`config.mk`:
```
export PLATFORM = sky130hd
export DESIGN_NAME = rx_serial_param
export DESIGN_NICKNAME = d
export VERILOG_FILES = /design/src/rtl/rx_serial_pkg.sv /design/src/rtl/rx_serial_tick.sv /design/src/rtl/rx_serial_param.sv
export SDC_FILE = /design/constraint.sdc
export NUM_CORES = 1
export LEC_CHECK = 0
export BUFFER_PORTS_ARGS = -buffer_cell sky130_fd_sc_hd__buf_2
export CORE_MARGIN = 10
export CORE_UTILIZATION = 47
export DETAILED_ROUTE_END_ITERATION = 12
export PLACE_DENSITY = 0.74
export SYNTH_ARGS = -nofsm -noshare
export SYNTH_HDL_FRONTEND = slang
export SYNTH_HIERARCHICAL = 1
export SYNTH_SLANG_ARGS = --single-unit
```
`constraint.sdc`:
```
create_clock -name clock -period 2.9 [get_ports clock]
set_input_delay 0.58 -clock clock [delete_from_list [all_inputs] [get_ports clock]]
set_output_delay 0.58 -clock clock [all_outputs]
set_load 0.05 [all_outputs]
```
`src/rtl/rx_serial_pkg.sv`:
```
// Shared constants for the parameterised serial receiver: state encodings,
// parity modes and the parity-mismatch helper.
package rx_serial_pkg;

  localparam logic [2:0] ST_IDLE   = 3'd0;
  localparam logic [2:0] ST_START  = 3'd1;
  localparam logic [2:0] ST_DATA   = 3'd2;
  localparam logic [2:0] ST_PARITY = 3'd3;
  localparam logic [2:0] ST_STOP   = 3'd4;
  localparam logic [2:0] ST_LOAD   = 3'd5;

  localparam int PARITY_NONE = 0;
  localparam int PARITY_EVEN = 1;
  localparam int PARITY_ODD  = 2;

  // onesXor is the XOR of all data bits and the received parity bit
  function automatic logic parityMismatch(input logic onesXor, input int mode);
    case (mode)
      PARITY_EVEN: return onesXor;
      PARITY_ODD:  return ~onesXor;
      default:     return 1'b0;
    endcase
  endfunction

endpackage

```
`src/rtl/rx_serial_tick.sv`:
```
// Bit-timing counter: restarts on request, flags the half-bit and full-bit
// points measured from the restart.
module rx_serial_tick #(
  parameter int CLKS_PER_BIT = 434
) (
  input  logic clock,
  input  logic reset,
  input  logic restart_i,
  output logic halfTick_o,
  output logic fullTick_o
);

  localparam int CW = $clog2(CLKS_PER_BIT);
  localparam logic [CW-1:0] HALF_LAST = CW'(CLKS_PER_BIT / 2 - 1);
  localparam logic [CW-1:0] FULL_LAST = CW'(CLKS_PER_BIT - 1);

  logic [CW-1:0] cnt_q, cnt_d;

  always_comb begin
    cnt_d = cnt_q + CW'(1);
    if (restart_i || cnt_q == FULL_LAST) cnt_d = '0;
  end

  always_ff @(posedge clock or posedge reset) begin
    if (reset) cnt_q <= '0;
    else       cnt_q <= cnt_d;
  end

  assign halfTick_o = (cnt_q == HALF_LAST);
  assign fullTick_o = (cnt_q == FULL_LAST);

endmodule

```
`src/rtl/rx_serial_param.sv`:
```
// Parameterised asynchronous serial receiver with a one-word holding register,
// sticky overrun, and an optional db_estado state port (RX_SERIAL_DEBUG_EN).
module rx_serial_param #(
  parameter int DATA_BITS    = 8,
  parameter int PARITY_MODE  = 1,
  parameter int STOP_BITS    = 1,
  parameter int CLKS_PER_BIT = 434
) (
  input  logic                 clock,
  input  logic                 reset,
  input  logic                 rxd,
  input  logic                 ready,
  input  logic                 clear_overrun,
  output logic [DATA_BITS-1:0] dados,
  output logic                 valid,
  output logic                 parity_error,
  output logic                 framing_error,
  output logic                 overrun,
`ifdef RX_SERIAL_DEBUG_EN
  output logic                 busy,
  output logic [2:0]           db_estado
`else
  output logic                 busy
`endif
);

  import rx_serial_pkg::*;

  localparam logic [3:0] LAST_DATA = 4'(DATA_BITS - 1);
  localparam logic [3:0] LAST_STOP = 4'(STOP_BITS - 1);

  logic                 sync1_q, rxs_q, rxsPrev_q;
  logic [2:0]           state_q, state_d;
  logic [3:0]           bitCnt_q, bitCnt_d;
  logic [DATA_BITS-1:0] shift_q, shift_d;
  logic                 parityBit_q, parityBit_d;
  logic                 frameErr_q, frameErr_d;
  logic [DATA_BITS-1:0] dados_q, dados_d;
  logic                 valid_q, valid_d;
  logic                 parErr_q, parErr_d;
  logic                 frmErr_q, frmErr_d;
  logic                 overrun_q, overrun_d;
  logic                 halfTick, fullTick, restart;

  // rxsPrev_q gives the falling-edge detector its own copy of the line
  always_ff @(posedge clock or posedge reset) begin
    if (reset) begin
      sync1_q   <= 1'b1;
      rxs_q     <= 1'b1;
      rxsPrev_q <= 1'b1;
    end else begin
      sync1_q   <= rxd;
      rxs_q     <= sync1_q;
      rxsPrev_q <= rxs_q;
    end
  end

  rx_serial_tick #(.CLKS_PER_BIT(CLKS_PER_BIT)) u_tick (
    .clock      (clock),
    .reset      (reset),
    .restart_i  (restart),
    .halfTick_o (halfTick),
    .fullTick_o (fullTick)
  );

  always_comb begin
    state_d     = state_q;
    bitCnt_d    = bitCnt_q;
    shift_d     = shift_q;
    parityBit_d = parityBit_q;
    frameErr_d  = frameErr_q;
    dados_d     = dados_q;
    valid_d     = valid_q;
    parErr_d    = parErr_q;
    frmErr_d    = frmErr_q;
    overrun_d   = overrun_q;

    if (valid_q && ready) valid_d = 1'b0;
    if (clear_overrun)    overrun_d = 1'b0;

    case (state_q)
      ST_IDLE: if (rxsPrev_q && !rxs_q) state_d = ST_START;
      ST_START: if (halfTick) begin
        if (rxs_q) state_d = ST_IDLE;
        else begin
          state_d    = ST_DATA;
          frameErr_d = 1'b0;
        end
      end
      ST_DATA: if (fullTick) begin
        shift_d  = {rxs_q, shift_q[DATA_BITS-1:1]};
        bitCnt_d = bitCnt_q + 4'd1;
        if (bitCnt_q == LAST_DATA)
          state_d = (PARITY_MODE == PARITY_NONE) ? ST_STOP : ST_PARITY;
      end
      ST_PARITY: if (fullTick) begin
        parityBit_d = rxs_q;
        state_d     = ST_STOP;
      end
      ST_STOP: if (fullTick) begin
        if (!rxs_q) frameErr_d = 1'b1;
        bitCnt_d = bitCnt_q + 4'd1;
        if (bitCnt_q == LAST_STOP) state_d = ST_LOAD;
      end
      ST_LOAD: begin
        state_d = ST_IDLE;
        // a load in the same cycle as a consume wins, so valid stays high
        if (!valid_q || ready) begin
          dados_d  = shift_q;
          parErr_d = parityMismatch(^shift_q ^ parityBit_q, PARITY_MODE);
          frmErr_d = frameErr_q;
          valid_d  = 1'b1;
        end else begin
          overrun_d = 1'b1;
        end
      end
      default: state_d = ST_IDLE;
    endcase

    if (state_d != state_q) bitCnt_d = '0;
  end

  assign restart = (state_d != state_q);

  always_ff @(posedge clock or posedge reset) begin
    if (reset) begin
      state_q     <= ST_IDLE;
      bitCnt_q    <= '0;
      shift_q     <= '0;
      parityBit_q <= 1'b0;
      frameErr_q  <= 1'b0;
      dados_q     <= '0;
      valid_q     <= 1'b0;
      parErr_q    <= 1'b0;
      frmErr_q    <= 1'b0;
      overrun_q   <= 1'b0;
    end else begin
      state_q     <= state_d;
      bitCnt_q    <= bitCnt_d;
      shift_q     <= shift_d;
      parityBit_q <= parityBit_d;
      frameErr_q  <= frameErr_d;
      dados_q     <= dados_d;
      valid_q     <= valid_d;
      parErr_q    <= parErr_d;
      frmErr_q    <= frmErr_d;
      overrun_q   <= overrun_d;
    end
  end

  assign dados         = dados_q;
  assign valid         = valid_q;
  assign parity_error  = parErr_q;
  assign framing_error = frmErr_q;
  assign overrun       = overrun_q;
  assign busy          = (state_q != ST_IDLE);
`ifdef RX_SERIAL_DEBUG_EN
  assign db_estado     = state_q;
`endif

endmodule
```
==> run summary <==
Clock-pin transition on the worst setup and hold timing paths: 80 ps
Die area: 7250 µm²
Final setup fails: 0
Startpoint types: flop
Post-DRT Antenna Nets: 0
Cell Pwr Density: 529 nW/µm²
Leading area contributor after synthesis: dfrtp_1
Grt total ovfl: 0
Antenna diode count: 0
Core box area: 4060 µm²
Sequential power share: 53.8%
Mapped Avg Cell Area: 11.6 µm²
Via-per-instance ratio: 5.40
Largest net degree at the start of global routing: 21
Worst-case reg-to-reg path depth: 9
Max stage delay on crit path: 560 ps
IO Port Bufs: 17
Final slew viol count: 0
Via Count: 1,334
Total GRT Usage: 11.3%
Clk sink count: 41
Cell Area, Synth: 1990 µm²
CTS root buffer: clkbuf_8
Final net count: 206
CP cell instances: ha_1 > nor4bb_2 > and4_2 > nor4bb_2 > and4b_4 > or4_4 > a21o_1 > a41o_4 > a21oi_1
Hold-fix buffers, CTS: 0
Fin crit share: 96.5%
P_leak: 0.00107 µW
Critical path depth: 9
Comb pwr share: 15.4%
Final non-filler cell total: 247
Cts bufs inserted: 5
CP max FO: 9
Max Freq: 0.357 GHz
Slowest library cell on the worst path: or4_4
Internal: 857 µW
Critical path buffers and inverters: 0
Initial core utilization: 49.1%
Top cell type's share of synthesized area: 47.7%
Die W: 85.1 µm
Register area share after synthesis: 51.7%
Tot Pwr: 1200 µW
Seq cells post-synth: 41
Critical Path Sink Type: flop
Crit path kind: flop to flop
Maximum clock insertion buffer count: 2
Worst Path Arrival: 3030 ps
Fraction of layout cells with a size suffix above 1: 32.5%
Die height: 85.1 µm
Ys async rst share: 100%
Psw: 342 µW
RSZ-0062 raised after global routing: no
Clock share of power: 30.8%
Mapped Nets: 182
Initial antenna violation count: 0
DRC errors left: 0
Main synth FF type: dfrtp_1
H-tree levels: 2
Worst relative slew slack: 65.4%
Synth top area cells: dfrtp_1 48%, mux2_2 10%, xnor2_1 4.4%
Drt pass-1 iters: 4
Min-delay worst type: input pin to async pin
Number of enable flip-flop cells after synthesis: 0
Fin. Hold Viols: 0
Synth warn: 6
Routed WL: 3840 µm
Worst vdd ir: 0.000312 V
Total I/O pin count: 18
Commonest non-fill, non-tap cell in the layout: dfrtp_1
Max-capacitance violation count: 0
Vias in the first global route: 1,419
Final HPWL from detailed placement: 2840 µm
Placed cell areas: 2120 µm²
Crit-path leading delay family: simple AND/OR/NAND/NOR gates
Most frequent cells in the layout: 37 x dfrtp_1, 18 x mux2_2, 17 x buf_2
Yosys cell types: 39
Fin Clk Skew: 8.14 ps
Worst skew pair latency: 300 ps
P&R area growth vs syn: 13.6%
Final Wtd Congestion: 0.855
First-pass GRT wire length: 6730 µm
# rows: 23
DRT iter0 DRCs: 48
Status: finished, final reports clean
Mapped Cells: 172
Fin Setup TNS: 0 ps
DR WL/cell: 15.5 µm
Design Area, Final: 2260 µm²
CP most frequent cell: nor4bb_2
Critical path data required time: 3130 ps
Worst-Margin Slew: 516 ps
TritonCTS clock tree: yes
Placed Instances: 236
Fin crit period: 2800 ps
Sw frac: 28.5%
==> synthesized netlist by cell type, types with 2 or more instances <==
master,count
nor2_1,10
or3_1,6
xor2_1,3
nand2_1,10
inv_1,10
o21ai_0,8
dfstp_2,3
a21oi_1,6
nor4bb_1,4
dfrtp_1,38
buf_2,4
nand3_1,6
nor2b_1,2
xnor2_1,10
mux2_2,18
nand2b_1,3
nor3b_1,2
a211oi_1,4
ha_1,5
==> worst paths after layout <==
path                       slack, ps             from         endpoint
setup / recovery                 100  u_tick/cnt_q[0]  u_tick/cnt_q[6]
hold / removal                   240            reset  u_tick/cnt_q[3]
setup reg to reg                 100  u_tick/cnt_q[0]  u_tick/cnt_q[6]
hold reg to reg                  360          sync1_q            rxs_q
max in group asynchronous       1930            reset        rxsPrev_q
min in group clock               360          sync1_q            rxs_q
==> cell families after synthesis <==
| family | count (synthesis) | synth area share [%] |
|---|---|---|
| AOI/OAI and AO/OA | 26 | 8.54 |
| adders and majority gates | 5 | 3.14 |
| muxes | 18 | 10.2 |
| buffers and inverters | 16 | 3.83 |
| xor gates and xnor gates | 14 | 6.84 |
| and+or+nand+nor | 52 | 15.8 |
| DFF | 41 | 51.7 |
==> repair_timing <==
action                                  4_1_cts  5_1_grt
gates resized for setup                       0        6
endpoints found under the setup margin        0        9
setup buffers                                 0        3
==> layer usage <==
| metal | part of all wire [%] | track usage, % |
|---|---|---|
| met5 | 0 | 0 |
| met4 | 1.8 | 4.94 |
| met3 | 4.2 | 3.63 |
| met2 | 52 | 19.2 |
| met1 | 42 | 12.5 |
==> power by group through the flow <==
| stage | registers, µW | clock network (µW) | logic (µW) |
|---|---|---|---|
| 6_report | 645 | 369 | 185 |
| 5_1_grt | 650 | 409 | 209 |
| 4_1_cts | 649 | 377 | 139 |
| 3_5_place_dp | 660 | 0 | 137 |
| 3_3_place_gp | 656 | 0 | 131 |
| 2_1_floorplan | 645 | 0 | 119 |
==> flip-flops by register name (all words and copies together) (netlist names) <==
| register | cells |
|---|---|
| u_tick/cnt_q | 9 |
| dados | 8 |
| shift_q | 8 |
| bitCnt_q | 4 |
| state_q | 3 |
| frameErr_q | 1 |
| framing_error | 1 |
| overrun | 1 |
| parityBit_q | 1 |
| parity_error | 1 |
| rxsPrev_q | 1 |
| rxs_q | 1 |
| sync1_q | 1 |
| valid | 1 |
==> worst reg2reg max path, delay by kind of cell (launching register included) <==
| kind | cells | cell delay [ps] |
|---|---|---|
| AOI/OAI and AO/OA | 3 | 640 |
| adders and majority gates | 1 | 200 |
| DFF | 1 | 430 |
| and+or+nand+nor | 5 | 1470 |
==> area by class of cell <==
cell class              instances  area (µm²)
clock buffers                   6        72.6
clock inverters                 2        15.0
fillers                       341        1790
inverters                      10        37.5
multi-input cells             115         916
flip-flops and latches         41        1030
well taps                      50        62.6
repair buffers                 23         130
==> metrics by stage <==
step	hold slack, ps	setup slack [ps]	util, %
floorplan	345	195	-
global placement	346	156	52.4
detailed placement	347	58.7	52.4
CTS	239	36.1	54.5
global route	248	4.95	55.8
finish	235	100	55.8
Power figures use the tool's default switching activity.
